$ cat config.mk
export PLATFORM = sky130hd
export DESIGN_NAME = mux4_reg
export DESIGN_NICKNAME = d
export VERILOG_FILES = /design/src/rtl/mux4_reg.sv
export SDC_FILE = /design/constraint.sdc
export NUM_CORES = 1
export LEC_CHECK = 0
export ABC_AREA = 1
export BUFFER_PORTS_ARGS = -buffer_cell sky130_fd_sc_hd__buf_2
export CAP_MARGIN = 0
export CORE_AREA = 2 2 39 41
export DETAILED_ROUTE_END_ITERATION = 12
export DIE_AREA = 0 0 41 43
export GPL_TIMING_DRIVEN = 0
export SLEW_MARGIN = 5
export SYNTH_ARGS = -nofsm -noshare
export SYNTH_HDL_FRONTEND = slang
export SYNTH_SLANG_ARGS = --single-unit
$ cat constraint.sdc
create_clock -name clk -period 0.8 [get_ports clk]
set_input_delay 0.08 -clock clk [delete_from_list [all_inputs] [get_ports clk]]
set_output_delay 0.08 -clock clk [all_outputs]
set_load 0.005 [all_outputs]
$ cat src/rtl/mux4_reg.sv
`default_nettype none
// ============================================================================
//  Module   : mux4_reg
//  Purpose  : 4-to-1 WIDTH-bit multiplexer with a combinational output and a
//             registered output. The registered path carries a valid flag,
//             the captured select code and a select-change pulse.
//  Options  : MUX4_REG_PARITY_EN - when defined, adds output z_par, the even
//             parity (XOR reduction) of the value captured into z.
//  Revision : 1.0 - initial release
// ============================================================================
module mux4_reg #(
    parameter int WIDTH = 1
) (
    input  logic             clk,
    input  logic             rst,
    input  logic             en,
    input  logic [WIDTH-1:0] d0,
    input  logic [WIDTH-1:0] d1,
    input  logic [WIDTH-1:0] d2,
    input  logic [WIDTH-1:0] d3,
    input  logic [1:0]       sel,
    output logic [WIDTH-1:0] z_comb,
    output logic [WIDTH-1:0] z,
    output logic             z_valid,
    output logic [1:0]       sel_q,
`ifdef MUX4_REG_PARITY_EN
    output logic             z_par,
`endif
    output logic             sel_chg
);

    logic [WIDTH-1:0] w_sel_data;
    logic             w_sel_differs;

    logic [WIDTH-1:0] r_z;
    logic             r_z_valid;
    logic [1:0]       r_sel_q;
    logic             r_sel_chg;

    // Full decode of the select code; every code has its own arm.
    always_comb begin
        w_sel_data = d0;
        case (sel)
            2'd0: w_sel_data = d0;
            2'd1: w_sel_data = d1;
            2'd2: w_sel_data = d2;
            2'd3: w_sel_data = d3;
        endcase
    end

    // A change is only meaningful against a previous capture that is still
    // valid, so the first capture after reset or an en=0 gap never pulses.
    assign w_sel_differs = r_z_valid && (sel != r_sel_q);

    // Registered path: capture on en, otherwise hold data/select and drop flags.
    always_ff @(posedge clk or posedge rst) begin
        if (rst) begin
            r_z       <= '0;
            r_z_valid <= 1'b0;
            r_sel_q   <= 2'd0;
            r_sel_chg <= 1'b0;
        end else if (en) begin
            r_z       <= w_sel_data;
            r_z_valid <= 1'b1;
            r_sel_q   <= sel;
            r_sel_chg <= w_sel_differs;
        end else begin
            r_z_valid <= 1'b0;
            r_sel_chg <= 1'b0;
        end
    end

`ifdef MUX4_REG_PARITY_EN
    logic r_z_par;

    // Parity tracks the value captured into z and holds with it.
    always_ff @(posedge clk or posedge rst) begin
        if (rst) begin
            r_z_par <= 1'b0;
        end else if (en) begin
            r_z_par <= ^w_sel_data;
        end
    end

    assign z_par = r_z_par;
`endif

    assign z_comb  = w_sel_data;
    assign z       = r_z;
    assign z_valid = r_z_valid;
    assign sel_q   = r_sel_q;
    assign sel_chg = r_sel_chg;

endmodule
`default_nettype wire

==> results of run 1 <==
routing by layer:
metal	track usage, %	routed length [um]
met1	8.55	256
met2	8.13	254
met3	3.14	60
met4	10.0	19
met5	0	0
state kept, by name (all words and copies together) (netlist names):
name     cells
z_valid      1
sel_chg      1
z            1
sel_q        2
timing repair:
| item | CTS | global route |
|---|---|---|
| endpoints found under the setup margin | 4 | 5 |
| gates resized for setup | 0 | 1 |
| buffers inserted | 1 | 2 |
| hold buffers | 2 | 0 |
| hold endpoints to repair | 6 | 0 |
area by class of cell:
class                      count  area, um2  area share, %
clock buffer                   4       26.3           6.58
inverter                       4       15.0           3.76
multi-input combinational     18        100           25.1
sequential                     5        125           31.3
tap                           16       20.0           5.02
timing repair buffer          19        113           28.2
Yosys cell counts, drive strengths merged:
master / instances / area share, %
xnor2: 2 / 7.3
dfrtp: 5 / 52
o21ai: 2 / 4.2
nand3: 3 / 10
a21oi: 1 / 2.1
nand2: 9 / 15
and2: 1 / 2.6
inv: 4 / 6.2
worst max path at each step:
stage               startpoint        to  cells after the start
floorplan             sel_q[1]   sel_chg                      2
global placement      sel_q[1]   sel_chg                      2
detailed placement    sel_q[1]   sel_chg                      2
CTS                   sel_q[0]  sel_q[0]                      1
global route          sel_q[0]  sel_q[0]                      1
finish                sel_q[0]  sel_q[0]                      1
cell families after synthesis:
family,after synthesis,synth area share [%]
flops,5,52.1
compound gates,3,6.25
xor+xnor,2,7.29
buf+inv,4,6.25
simple gates,13,28.1
power by group through the flow:
stage | clock [mW] | sequential, mW | combinational, mW
detailed placement | 0 | 0.292 | 0.115
finish | 0.296 | 0.287 | 0.145
CTS | 0.302 | 0.288 | 0.132
global route | 0.314 | 0.290 | 0.157
global placement | 0 | 0.292 | 0.113
floorplan | 0 | 0.294 | 0.0530
metrics by stage:
stage,instance area (um2),instances,power [mW],utilization (%),hold WS [ns]
after floorplan,240,27,0.347,-,-0.141
after global placement,330,57,0.405,23.9,-0.0160
after detailed placement,330,57,0.407,23.9,-0.0133
after CTS,384,64,0.722,27.8,0.0797
after global routing,399,66,0.761,28.8,0.104
final,399,66,0.728,28.8,0.0875
==> results.env, run 1 <==
OUTCOME='complete, but fails checks'
FAILED_CHECKS='negative setup slack'
LAYOUT.CELLS.MOST_COMMON_LIST='14 x buf_2, 8 x nand2_1, 5 x dfrtp_1'
POST_DRT_ANTENNA_NETS=0
LATEST_CLOCK_ARRIVAL_WITHIN_THE_WORST_SKEW_PAIR_NS=0.25
LARGEST_NET_DEGREE_AT_THE_START_OF_GLOBAL_ROUTING=6
CLKTRANSATPATHREGS_NS=0.05
DETAIL_ROUTE.FIRST_PASS.ITERATIONS=2
PWR-SHARE-SEQ_PCT=39.5
ROW_COUNT=14
FINALHOLDVIOLATIONS=0
ROUTED_WIRELENGTH_UM=592
CTSHTREEMAXLEVEL=1
CTS_BUFFERS=3
VDD.IR_DROP.WORST_mV=0.543
SLEW_AT_THE_PIN_CLOSEST_TO_ITS_MAX_SLEW_LIMIT_NS=0.193
GLOBALPLACE.CONGESTION=0.706
POST_SYNTH_INSTANCE_AREA_UM2=240
TIMING.FINAL.WS_SETUP_NS=-0.0517
DIE_HEIGHT_UM=43
LAYOUT.CELLS.MOST_COMMON='buf_2'
SYN2LAYOUT_AREA_GROWTH_PCT=66.1
SYN-MEAN-INSTANCE-AREA_UM2=8.90
CP.REQUIRED_NS=0.72
DP_HPWL_UM=441
DP_SLACK_NS=0.0595
PLACE.PORT_BUFFERS=14
POWER.SHARE.SWITCHING_PCT=25.1
SYNTH_SEQ_CELLS=5
ROUTE.VIAS.TOTAL=248
SLOWEST_STAGE='dfrtp_1'
GRT_SETUP_UNREPAIRED='true'
GRT_ANTENNA_BEFORE_REPAIR=0
POST_DRT_VIA_CELL_RATIO=3.76
WORST_R2R_ENDPOINT='sel_q[0]'
CRITPATHLAUNCHTYPE='register'
FINAL_NET_COUNT=60
SETUP.WORST_PATH.CLASS='reg -> out'
HOLDCRITSTARTPOINT='en'
SUM_NEG_SETUP_SLACK_NS=-0.143
FIRST_ITER_VIOLATIONS=1
SWITCHING_POWER_mW=0.182
CELLS_TRAVERSED_ALONG_THE_WORST_TIMING_PATH='buf_2'
CRITICAL-PATH-MAX-STAGE-DELAY_NS=0.39
FMAX_MHz=1170
CP_MAX_FO=3
TIMING.REG2REG.WORST_PATH_DEPTH=3
SYNTHESIS.YOSYS.WARNINGS=0
LEAKAGE_nW=0.219
FINALWORSTPATHREQUIREDPERIOD_NS=0.852
CLOCK_ROOT_BUFFER='clkbuf_4'
GROUTE.USAGE.OVERALL_PCT=7.38
CTS_TREE='done'
HOLD_PATH_DEPTH=3
MAX-SLEW-MARGIN-REL_PCT=87.1
IO_PINS=15
SYNTHESIZED_INSTANCE_COUNT=27
POWER_PER_CELL_AREA_mW_PER_MM2=1820
GRT_OVERFLOW=0
WORST_HOLD_PATH.ENDPOINT='sel_chg'
REG2REG_SLACK_NS=0.03
SYNTH.NET_COUNT=36
YOSYSSEQAREASHARE_PCT=52.1
WORSTPATHBUFFERINVERTERCOUNT=1
DIE_AREA_MM2=0.00176
GRT_FIRST_PASS_WIRELENGTH_UM=779
FIRST_GLOBAL_VIAS=196
DIE_W_UM=41
NUM-FILL-CELLS=154
DRCVIOLATIONCOUNT=0
TIMING.FINAL.MAX_SLEW_VIOLATIONS=0
HP-CLASS='in -> reg'
SYNTH.DISTINCT_CELLS=11
P_INT_mW=0.545
MAXIMUM_CLOCK_SKEW_AT_FINAL_LAYOUT_NS=0.00714
MAXCAPVIOLATIONS=0
ANTENNADIODECOUNT=0
CTS_SINKS=5
PWR-SHARE-COMB_PCT=19.9
CRITICAL_PATH.REG2REG.STARTPOINT='sel_q[0]'
POST_ROUTE_CELLS_DRIVE_ABOVE_1_SHARE_PCT=48.0
CLOCKPOWERSHARE_PCT=40.7
FINAL_MIN_PERIOD_OVER_CLOCK_PERIOD_PCT=106
FINAL_SETUP_FAILS=4
START_UTIL_PCT=17.4
WL_PER_CELL_UM=8.97
CP-END-KIND='output port'
WORST_PATH_DOMINANT_CELL_FAMILY='flip-flops'
WORST-ENDPOINT-ARRIVAL_NS=0.77
PLACEABLECOREAREA_MM2=0.00138
CLK_PATH_BUF_DEPTH=2
Power figures use the tool's default switching activity.
==> inputs of run 2 (changes only) <==
--- a/config.mk
+++ b/config.mk
@@ -12,6 +12,7 @@
 export DETAILED_ROUTE_END_ITERATION = 12
 export DIE_AREA = 0 0 41 43
 export GPL_TIMING_DRIVEN = 0
+export PLACE_DENSITY = 0.49
 export SLEW_MARGIN = 5
 export SYNTH_ARGS = -nofsm -noshare
 export SYNTH_HDL_FRONTEND = slang
==> results.env, run 2 (synthesis gave the netlist of run 1 again) <==
OUTCOME='complete, but fails checks'
FAILED_CHECKS='negative setup slack'
POST_DRT_VIA_CELL_RATIO=3.59
POWER_PER_CELL_AREA_mW_PER_MM2=1790
LEAKAGE_nW=0.219
CLOCK_ROOT_BUFFER='clkbuf_4'
CTS_TREE='done'
GRT_SETUP_UNREPAIRED='true'
FMAX_MHz=1190
MAX-SLEW-MARGIN-REL_PCT=87.6
IO_PINS=15
GROUTE.USAGE.OVERALL_PCT=8.17
WORSTPATHBUFFERINVERTERCOUNT=1
WORST-ENDPOINT-ARRIVAL_NS=0.76
CRITPATHLAUNCHTYPE='register'
SLEW_AT_THE_PIN_CLOSEST_TO_ITS_MAX_SLEW_LIMIT_NS=0.186
MAXCAPVIOLATIONS=0
ROW_COUNT=14
GRT_OVERFLOW=0
FINAL_MIN_PERIOD_OVER_CLOCK_PERIOD_PCT=105
CTS_SINKS=5
LAYOUT.CELLS.MOST_COMMON='buf_2'
POST_DRT_ANTENNA_NETS=0
DP_HPWL_UM=409
START_UTIL_PCT=17.4
PLACEABLECOREAREA_MM2=0.00138
TIMING.FINAL.WS_SETUP_NS=-0.0393
HP-CLASS='in -> reg'
WORST_PATH_DOMINANT_CELL_FAMILY='flip-flops'
PLACE.PORT_BUFFERS=14
CP-END-KIND='output port'
DIE_AREA_MM2=0.00176
CP_MAX_FO=3
LATEST_CLOCK_ARRIVAL_WITHIN_THE_WORST_SKEW_PAIR_NS=0.24
CTSHTREEMAXLEVEL=1
FIRST_ITER_VIOLATIONS=6
FINISH.INSTANCE_AREA_UM2=399
LAYOUT.CELLS.MOST_COMMON_LIST='14 x buf_2, 8 x nand2_1, 5 x dfrtp_1'
SYN2LAYOUT_AREA_GROWTH_PCT=66.1
FIRST_GLOBAL_VIAS=217
FINAL_NET_COUNT=60
ROUTE.VIAS.TOTAL=237
ROUTED_WIRELENGTH_UM=528
GLOBALPLACE.CONGESTION=0.672
CP.REQUIRED_NS=0.72
TIMING.FINAL.MAX_SLEW_VIOLATIONS=0
FINAL_SETUP_FAILS=5
CLK_PATH_BUF_DEPTH=2
DETAIL_ROUTE.FIRST_PASS.ITERATIONS=4
SUM_NEG_SETUP_SLACK_NS=-0.0973
CTS_BUFFERS=3
LARGEST_NET_DEGREE_AT_THE_START_OF_GLOBAL_ROUTING=6
DRCVIOLATIONCOUNT=0
PLACED_CELL_AREA_UM2=330
SLOWEST_STAGE='dfrtp_1'
DIE_HEIGHT_UM=43
FLIP_FLOP_COUNT_OF_THE_LARGEST_REGISTER_AFTER_LAYOUT=2
FINALHOLDVIOLATIONS=0
FINALWORSTPATHREQUIREDPERIOD_NS=0.839
CLKTRANSATPATHREGS_NS=0.04
CELLS_TRAVERSED_ALONG_THE_WORST_TIMING_PATH='buf_2'
SETUP.WORST_PATH.CLASS='reg -> out'
WL_PER_CELL_UM=8.00
MAXIMUM_CLOCK_SKEW_AT_FINAL_LAYOUT_NS=0.00435
VDD.IR_DROP.WORST_mV=0.456
DIE_W_UM=41
CRITICAL-PATH-MAX-STAGE-DELAY_NS=0.39
ANTENNADIODECOUNT=0
POST_ROUTE_CELLS_DRIVE_ABOVE_1_SHARE_PCT=48.0
GRT_ANTENNA_BEFORE_REPAIR=0
GRT_FIRST_PASS_WIRELENGTH_UM=869
## run 2: layout make-up
cell class | instances | area (um2)
clock buffer | 4 | 26.3
inverter | 4 | 15.0
fill | 157 | 985
timing repair buffer | 19 | 113
sequential | 5 | 125
tap | 16 | 20.0
multi-input combinational | 18 | 100
## run 2: repair_timing
item / in CTS / in global routing
hold buffers: 2 / 0
resized for setup: 0 / 1
buffers inserted: 1 / 2
hold endpoints to repair: 6 / 0
endpoints found under the setup margin: 4 / 5
## run 2: through the flow
step | hold slack, ns | setup WS, ns | utilization (%) | instances | total power, mW
after CTS | 0.0846 | -0.0655 | 27.8 | 64 | 0.722
after global routing | 0.107 | -0.0790 | 28.8 | 66 | 0.765
final | 0.0896 | -0.0393 | 28.8 | 66 | 0.716
after detailed placement | -0.0141 | 0.0611 | 23.9 | 57 | 0.406
after floorplan | -0.141 | 0.0692 | - | 27 | 0.347
after global placement | -0.0128 | 0.0546 | 23.9 | 57 | 0.405
## run 2: worst min-delay path, delay by kind of cell
family,cells,cell delay (ns)
buffers and inverters,1,0.12
AND/OR/NAND/NOR,1,0.06
AO/OA/AOI/OAI,1,0.04
## run 2: per-layer routing
layer	vias to the layer above	wire length, um	track usage [%]
met2	12	232	8.75
met5	-	0	0
li1	129	-	-
met3	0	42	4.71
met1	96	253	9.48
met4	0	0	10.0
## run 2: final timing paths
path	from	end	slack [ns]	cells after the start
setup / recovery	sel_q[1]	sel_q[1]	-0.04	1
hold / removal	en	sel_chg	0.09	3
setup reg to reg	sel_q[0]	sel_chg	-0.04	3
hold reg to reg	z_valid	sel_chg	0.49	2
max in group asynchronous	rst	z	0.35	3
min in group asynchronous	rst	sel_chg	0.28	3
## run 2: where the power goes
| group | switching, mW | leakage, nW | internal [mW] |
|---|---|---|---|
| Combinational | 0.0627 | 0.143 | 0.0816 |
| Clock | 0.0982 | 0.0150 | 0.188 |
| Sequential | 0.00983 | 0.0613 | 0.275 |
| Total | 0.171 | 0.219 | 0.545 |
==> inputs of run 3 (changes only) <==
--- a/config.mk
+++ b/config.mk
@@ -17,3 +17,4 @@
 export SYNTH_ARGS = -nofsm -noshare
 export SYNTH_HDL_FRONTEND = slang
 export SYNTH_SLANG_ARGS = --single-unit
+export TNS_END_PERCENT = 10
==> results.env, run 3 (synthesis gave the netlist of run 1 again) <==
POWER_PER_CELL_AREA_mW_PER_MM2=1800
ROW_COUNT=14
CP_MAX_FO=2
CLK_PATH_BUF_DEPTH=2
GRT_ANTENNA_BEFORE_REPAIR=0
FINALHOLDVIOLATIONS=0
MULTI_INPUT_COMB_AREA_UM2=100
LARGEST_NET_DEGREE_AT_THE_START_OF_GLOBAL_ROUTING=6
CRITICAL-PATH-MAX-STAGE-DELAY_NS=0.37
CP.REQUIRED_NS=0.92
CTS_BUFFERS=3
SETUP.WORST_PATH.CLASS='reg -> reg'
MAXIMUM_CLOCK_SKEW_AT_FINAL_LAYOUT_NS=0.00476
CTS_TREE='done'
FMAX_MHz=1190
LAYOUT.CELLS.MOST_COMMON='buf_2'
HP-CLASS='in -> reg'
P_INT_mW=0.538
IO_PINS=15
SUM_NEG_SETUP_SLACK_NS=-0.106
CLKTRANSATPATHREGS_NS=0.04
PLACE.PORT_BUFFERS=14
FINAL_SETUP_FAILS=5
GROUTE.USAGE.OVERALL_PCT=8.17
POST_DRT_VIA_CELL_RATIO=3.58
SYN2LAYOUT_AREA_GROWTH_PCT=63.0
FIRST_ITER_VIOLATIONS=6
FLIP_FLOP_COUNT_OF_THE_LARGEST_REGISTER_AFTER_LAYOUT=2
FAILED_CHECKS='negative setup slack'
CELLS_TRAVERSED_ALONG_THE_WORST_TIMING_PATH='buf_4, xnor2_1, a21oi_1'
NUM-FILL-CELLS=155
VDD.IR_DROP.WORST_mV=0.456
LAYOUTNONFILLERINSTCOUNT=65
TIMING.FINAL.WS_SETUP_NS=-0.0392
DP_HPWL_UM=409
CRITPATHLAUNCHTYPE='register'
WL_PER_CELL_UM=8.11
ROUTE.VIAS.TOTAL=233
FINAL_NET_COUNT=59
SLOWEST_STAGE='dfrtp_1'
START_UTIL_PCT=17.4
FINALWORSTPATHREQUIREDPERIOD_NS=0.839
CTS_SINKS=5
SEQ_AREA_UM2=125
MAX-SLEW-MARGIN-REL_PCT=87.5
POWER.SHARE.SWITCHING_PCT=23.9
ROUTED_WIRELENGTH_UM=527
TIMING.FINAL.MAX_SLEW_VIOLATIONS=0
POST_ROUTE_CELLS_DRIVE_ABOVE_1_SHARE_PCT=46.9
PLACED_CELLS_INCL_TAPS=57
LEAKAGE_nW=0.214
FINAL_MIN_PERIOD_OVER_CLOCK_PERIOD_PCT=105
PLACEABLECOREAREA_MM2=0.00138
PWR-SHARE-SEQ_PCT=40.4
LATEST_CLOCK_ARRIVAL_WITHIN_THE_WORST_SKEW_PAIR_NS=0.24
DIE_W_UM=41
GLOBALPLACE.CONGESTION=0.672
WORST-ENDPOINT-ARRIVAL_NS=0.96
LAYOUT.CELLS.MOST_COMMON_LIST='14 x buf_2, 8 x nand2_1, 5 x dfrtp_1, 3 x inv_1, 3 x clkbuf_4'
TOTALPOWERFINAL_mW=0.707
CLOCKPOWERSHARE_PCT=40.4
GRT_FIRST_PASS_WIRELENGTH_UM=869
MAXCAPVIOLATIONS=0
GRT_SETUP_UNREPAIRED='true'
OUTCOME='complete, but fails checks'
CP-END-KIND='register'
SLEW_AT_THE_PIN_CLOSEST_TO_ITS_MAX_SLEW_LIMIT_NS=0.187
CLOCK_ROOT_BUFFER='clkbuf_4'
DRCVIOLATIONCOUNT=0
SWITCHING_POWER_mW=0.169
POST_DRT_ANTENNA_NETS=0
DIE_HEIGHT_UM=43
FIRST_GLOBAL_VIAS=215
PWR-SHARE-COMB_PCT=19.2
ANTENNADIODECOUNT=0
DETAIL_ROUTE.FIRST_PASS.ITERATIONS=4
GRT_OVERFLOW=0
CTSHTREEMAXLEVEL=1
DIE_AREA_MM2=0.00176
run 3: cell count changes in the layout (fill, tap and decap cells not counted):
cell,before,now
buf_4,3,2
run 3: worst paths after layout:
path	to	depth (start not counted)	startpoint	slack [ns]
setup / recovery	sel_chg	3	sel_q[0]	-0.04
hold / removal	sel_chg	3	en	0.09
setup reg to reg	sel_chg	3	sel_q[0]	-0.04
hold reg to reg	z	2	z	0.48
max in group asynchronous	z	3	rst	0.35
min in group asynchronous	sel_chg	3	rst	0.28
run 3: critical path, delay by kind of cell, from the launching register on:
kind            cells  cell delay [ns]
flops               1             0.37
buf+inv             1             0.14
xor+xnor            1             0.13
compound gates      1             0.08
run 3: power by group through the flow:
| stage | Sequential (mW) | Clock (mW) | Combinational, mW |
|---|---|---|---|
| after CTS | 0.288 | 0.304 | 0.122 |
| after floorplan | 0.294 | 0 | 0.0530 |
| after detailed placement | 0.292 | 0 | 0.114 |
| final | 0.286 | 0.286 | 0.136 |
| after global routing | 0.288 | 0.313 | 0.155 |
| after global placement | 0.292 | 0 | 0.113 |
run 3: final cells by class:
cell class,instances,area share [%]
timing repair buffer,18,26.8
sequential,5,31.9
tap,16,5.11
multi-input combinational,18,25.6
clock buffer,4,6.71
inverter,4,3.83
run 3: metal layers:
metal	part of all wire (%)	up-vias	global-route usage, %
li1	-	127	-
met1	48	94	9.48
met2	44	12	8.75
met3	8.0	0	4.71
met4	0	0	10.0
met5	0	-	0
run 3: through the flow:
step | hold slack, ns | util, % | area (um2) | worst slack (ns)
after floorplan | -0.141 | - | 240 | 0.0692
after global placement | -0.0128 | 23.9 | 330 | 0.0546
after detailed placement | -0.0141 | 23.9 | 330 | 0.0611
after CTS | 0.0846 | 27.2 | 377 | -0.0655
after global routing | 0.107 | 28.3 | 392 | -0.0790
final | 0.0897 | 28.3 | 392 | -0.0392
run 3: timing repair:
item / in CTS / in global routing
endpoints found under the hold margin: 6 / 0
gates resized for setup: 0 / 1
buffers inserted: 0 / 2
hold buffers: 2 / 0
endpoints found under the setup margin: 4 / 5
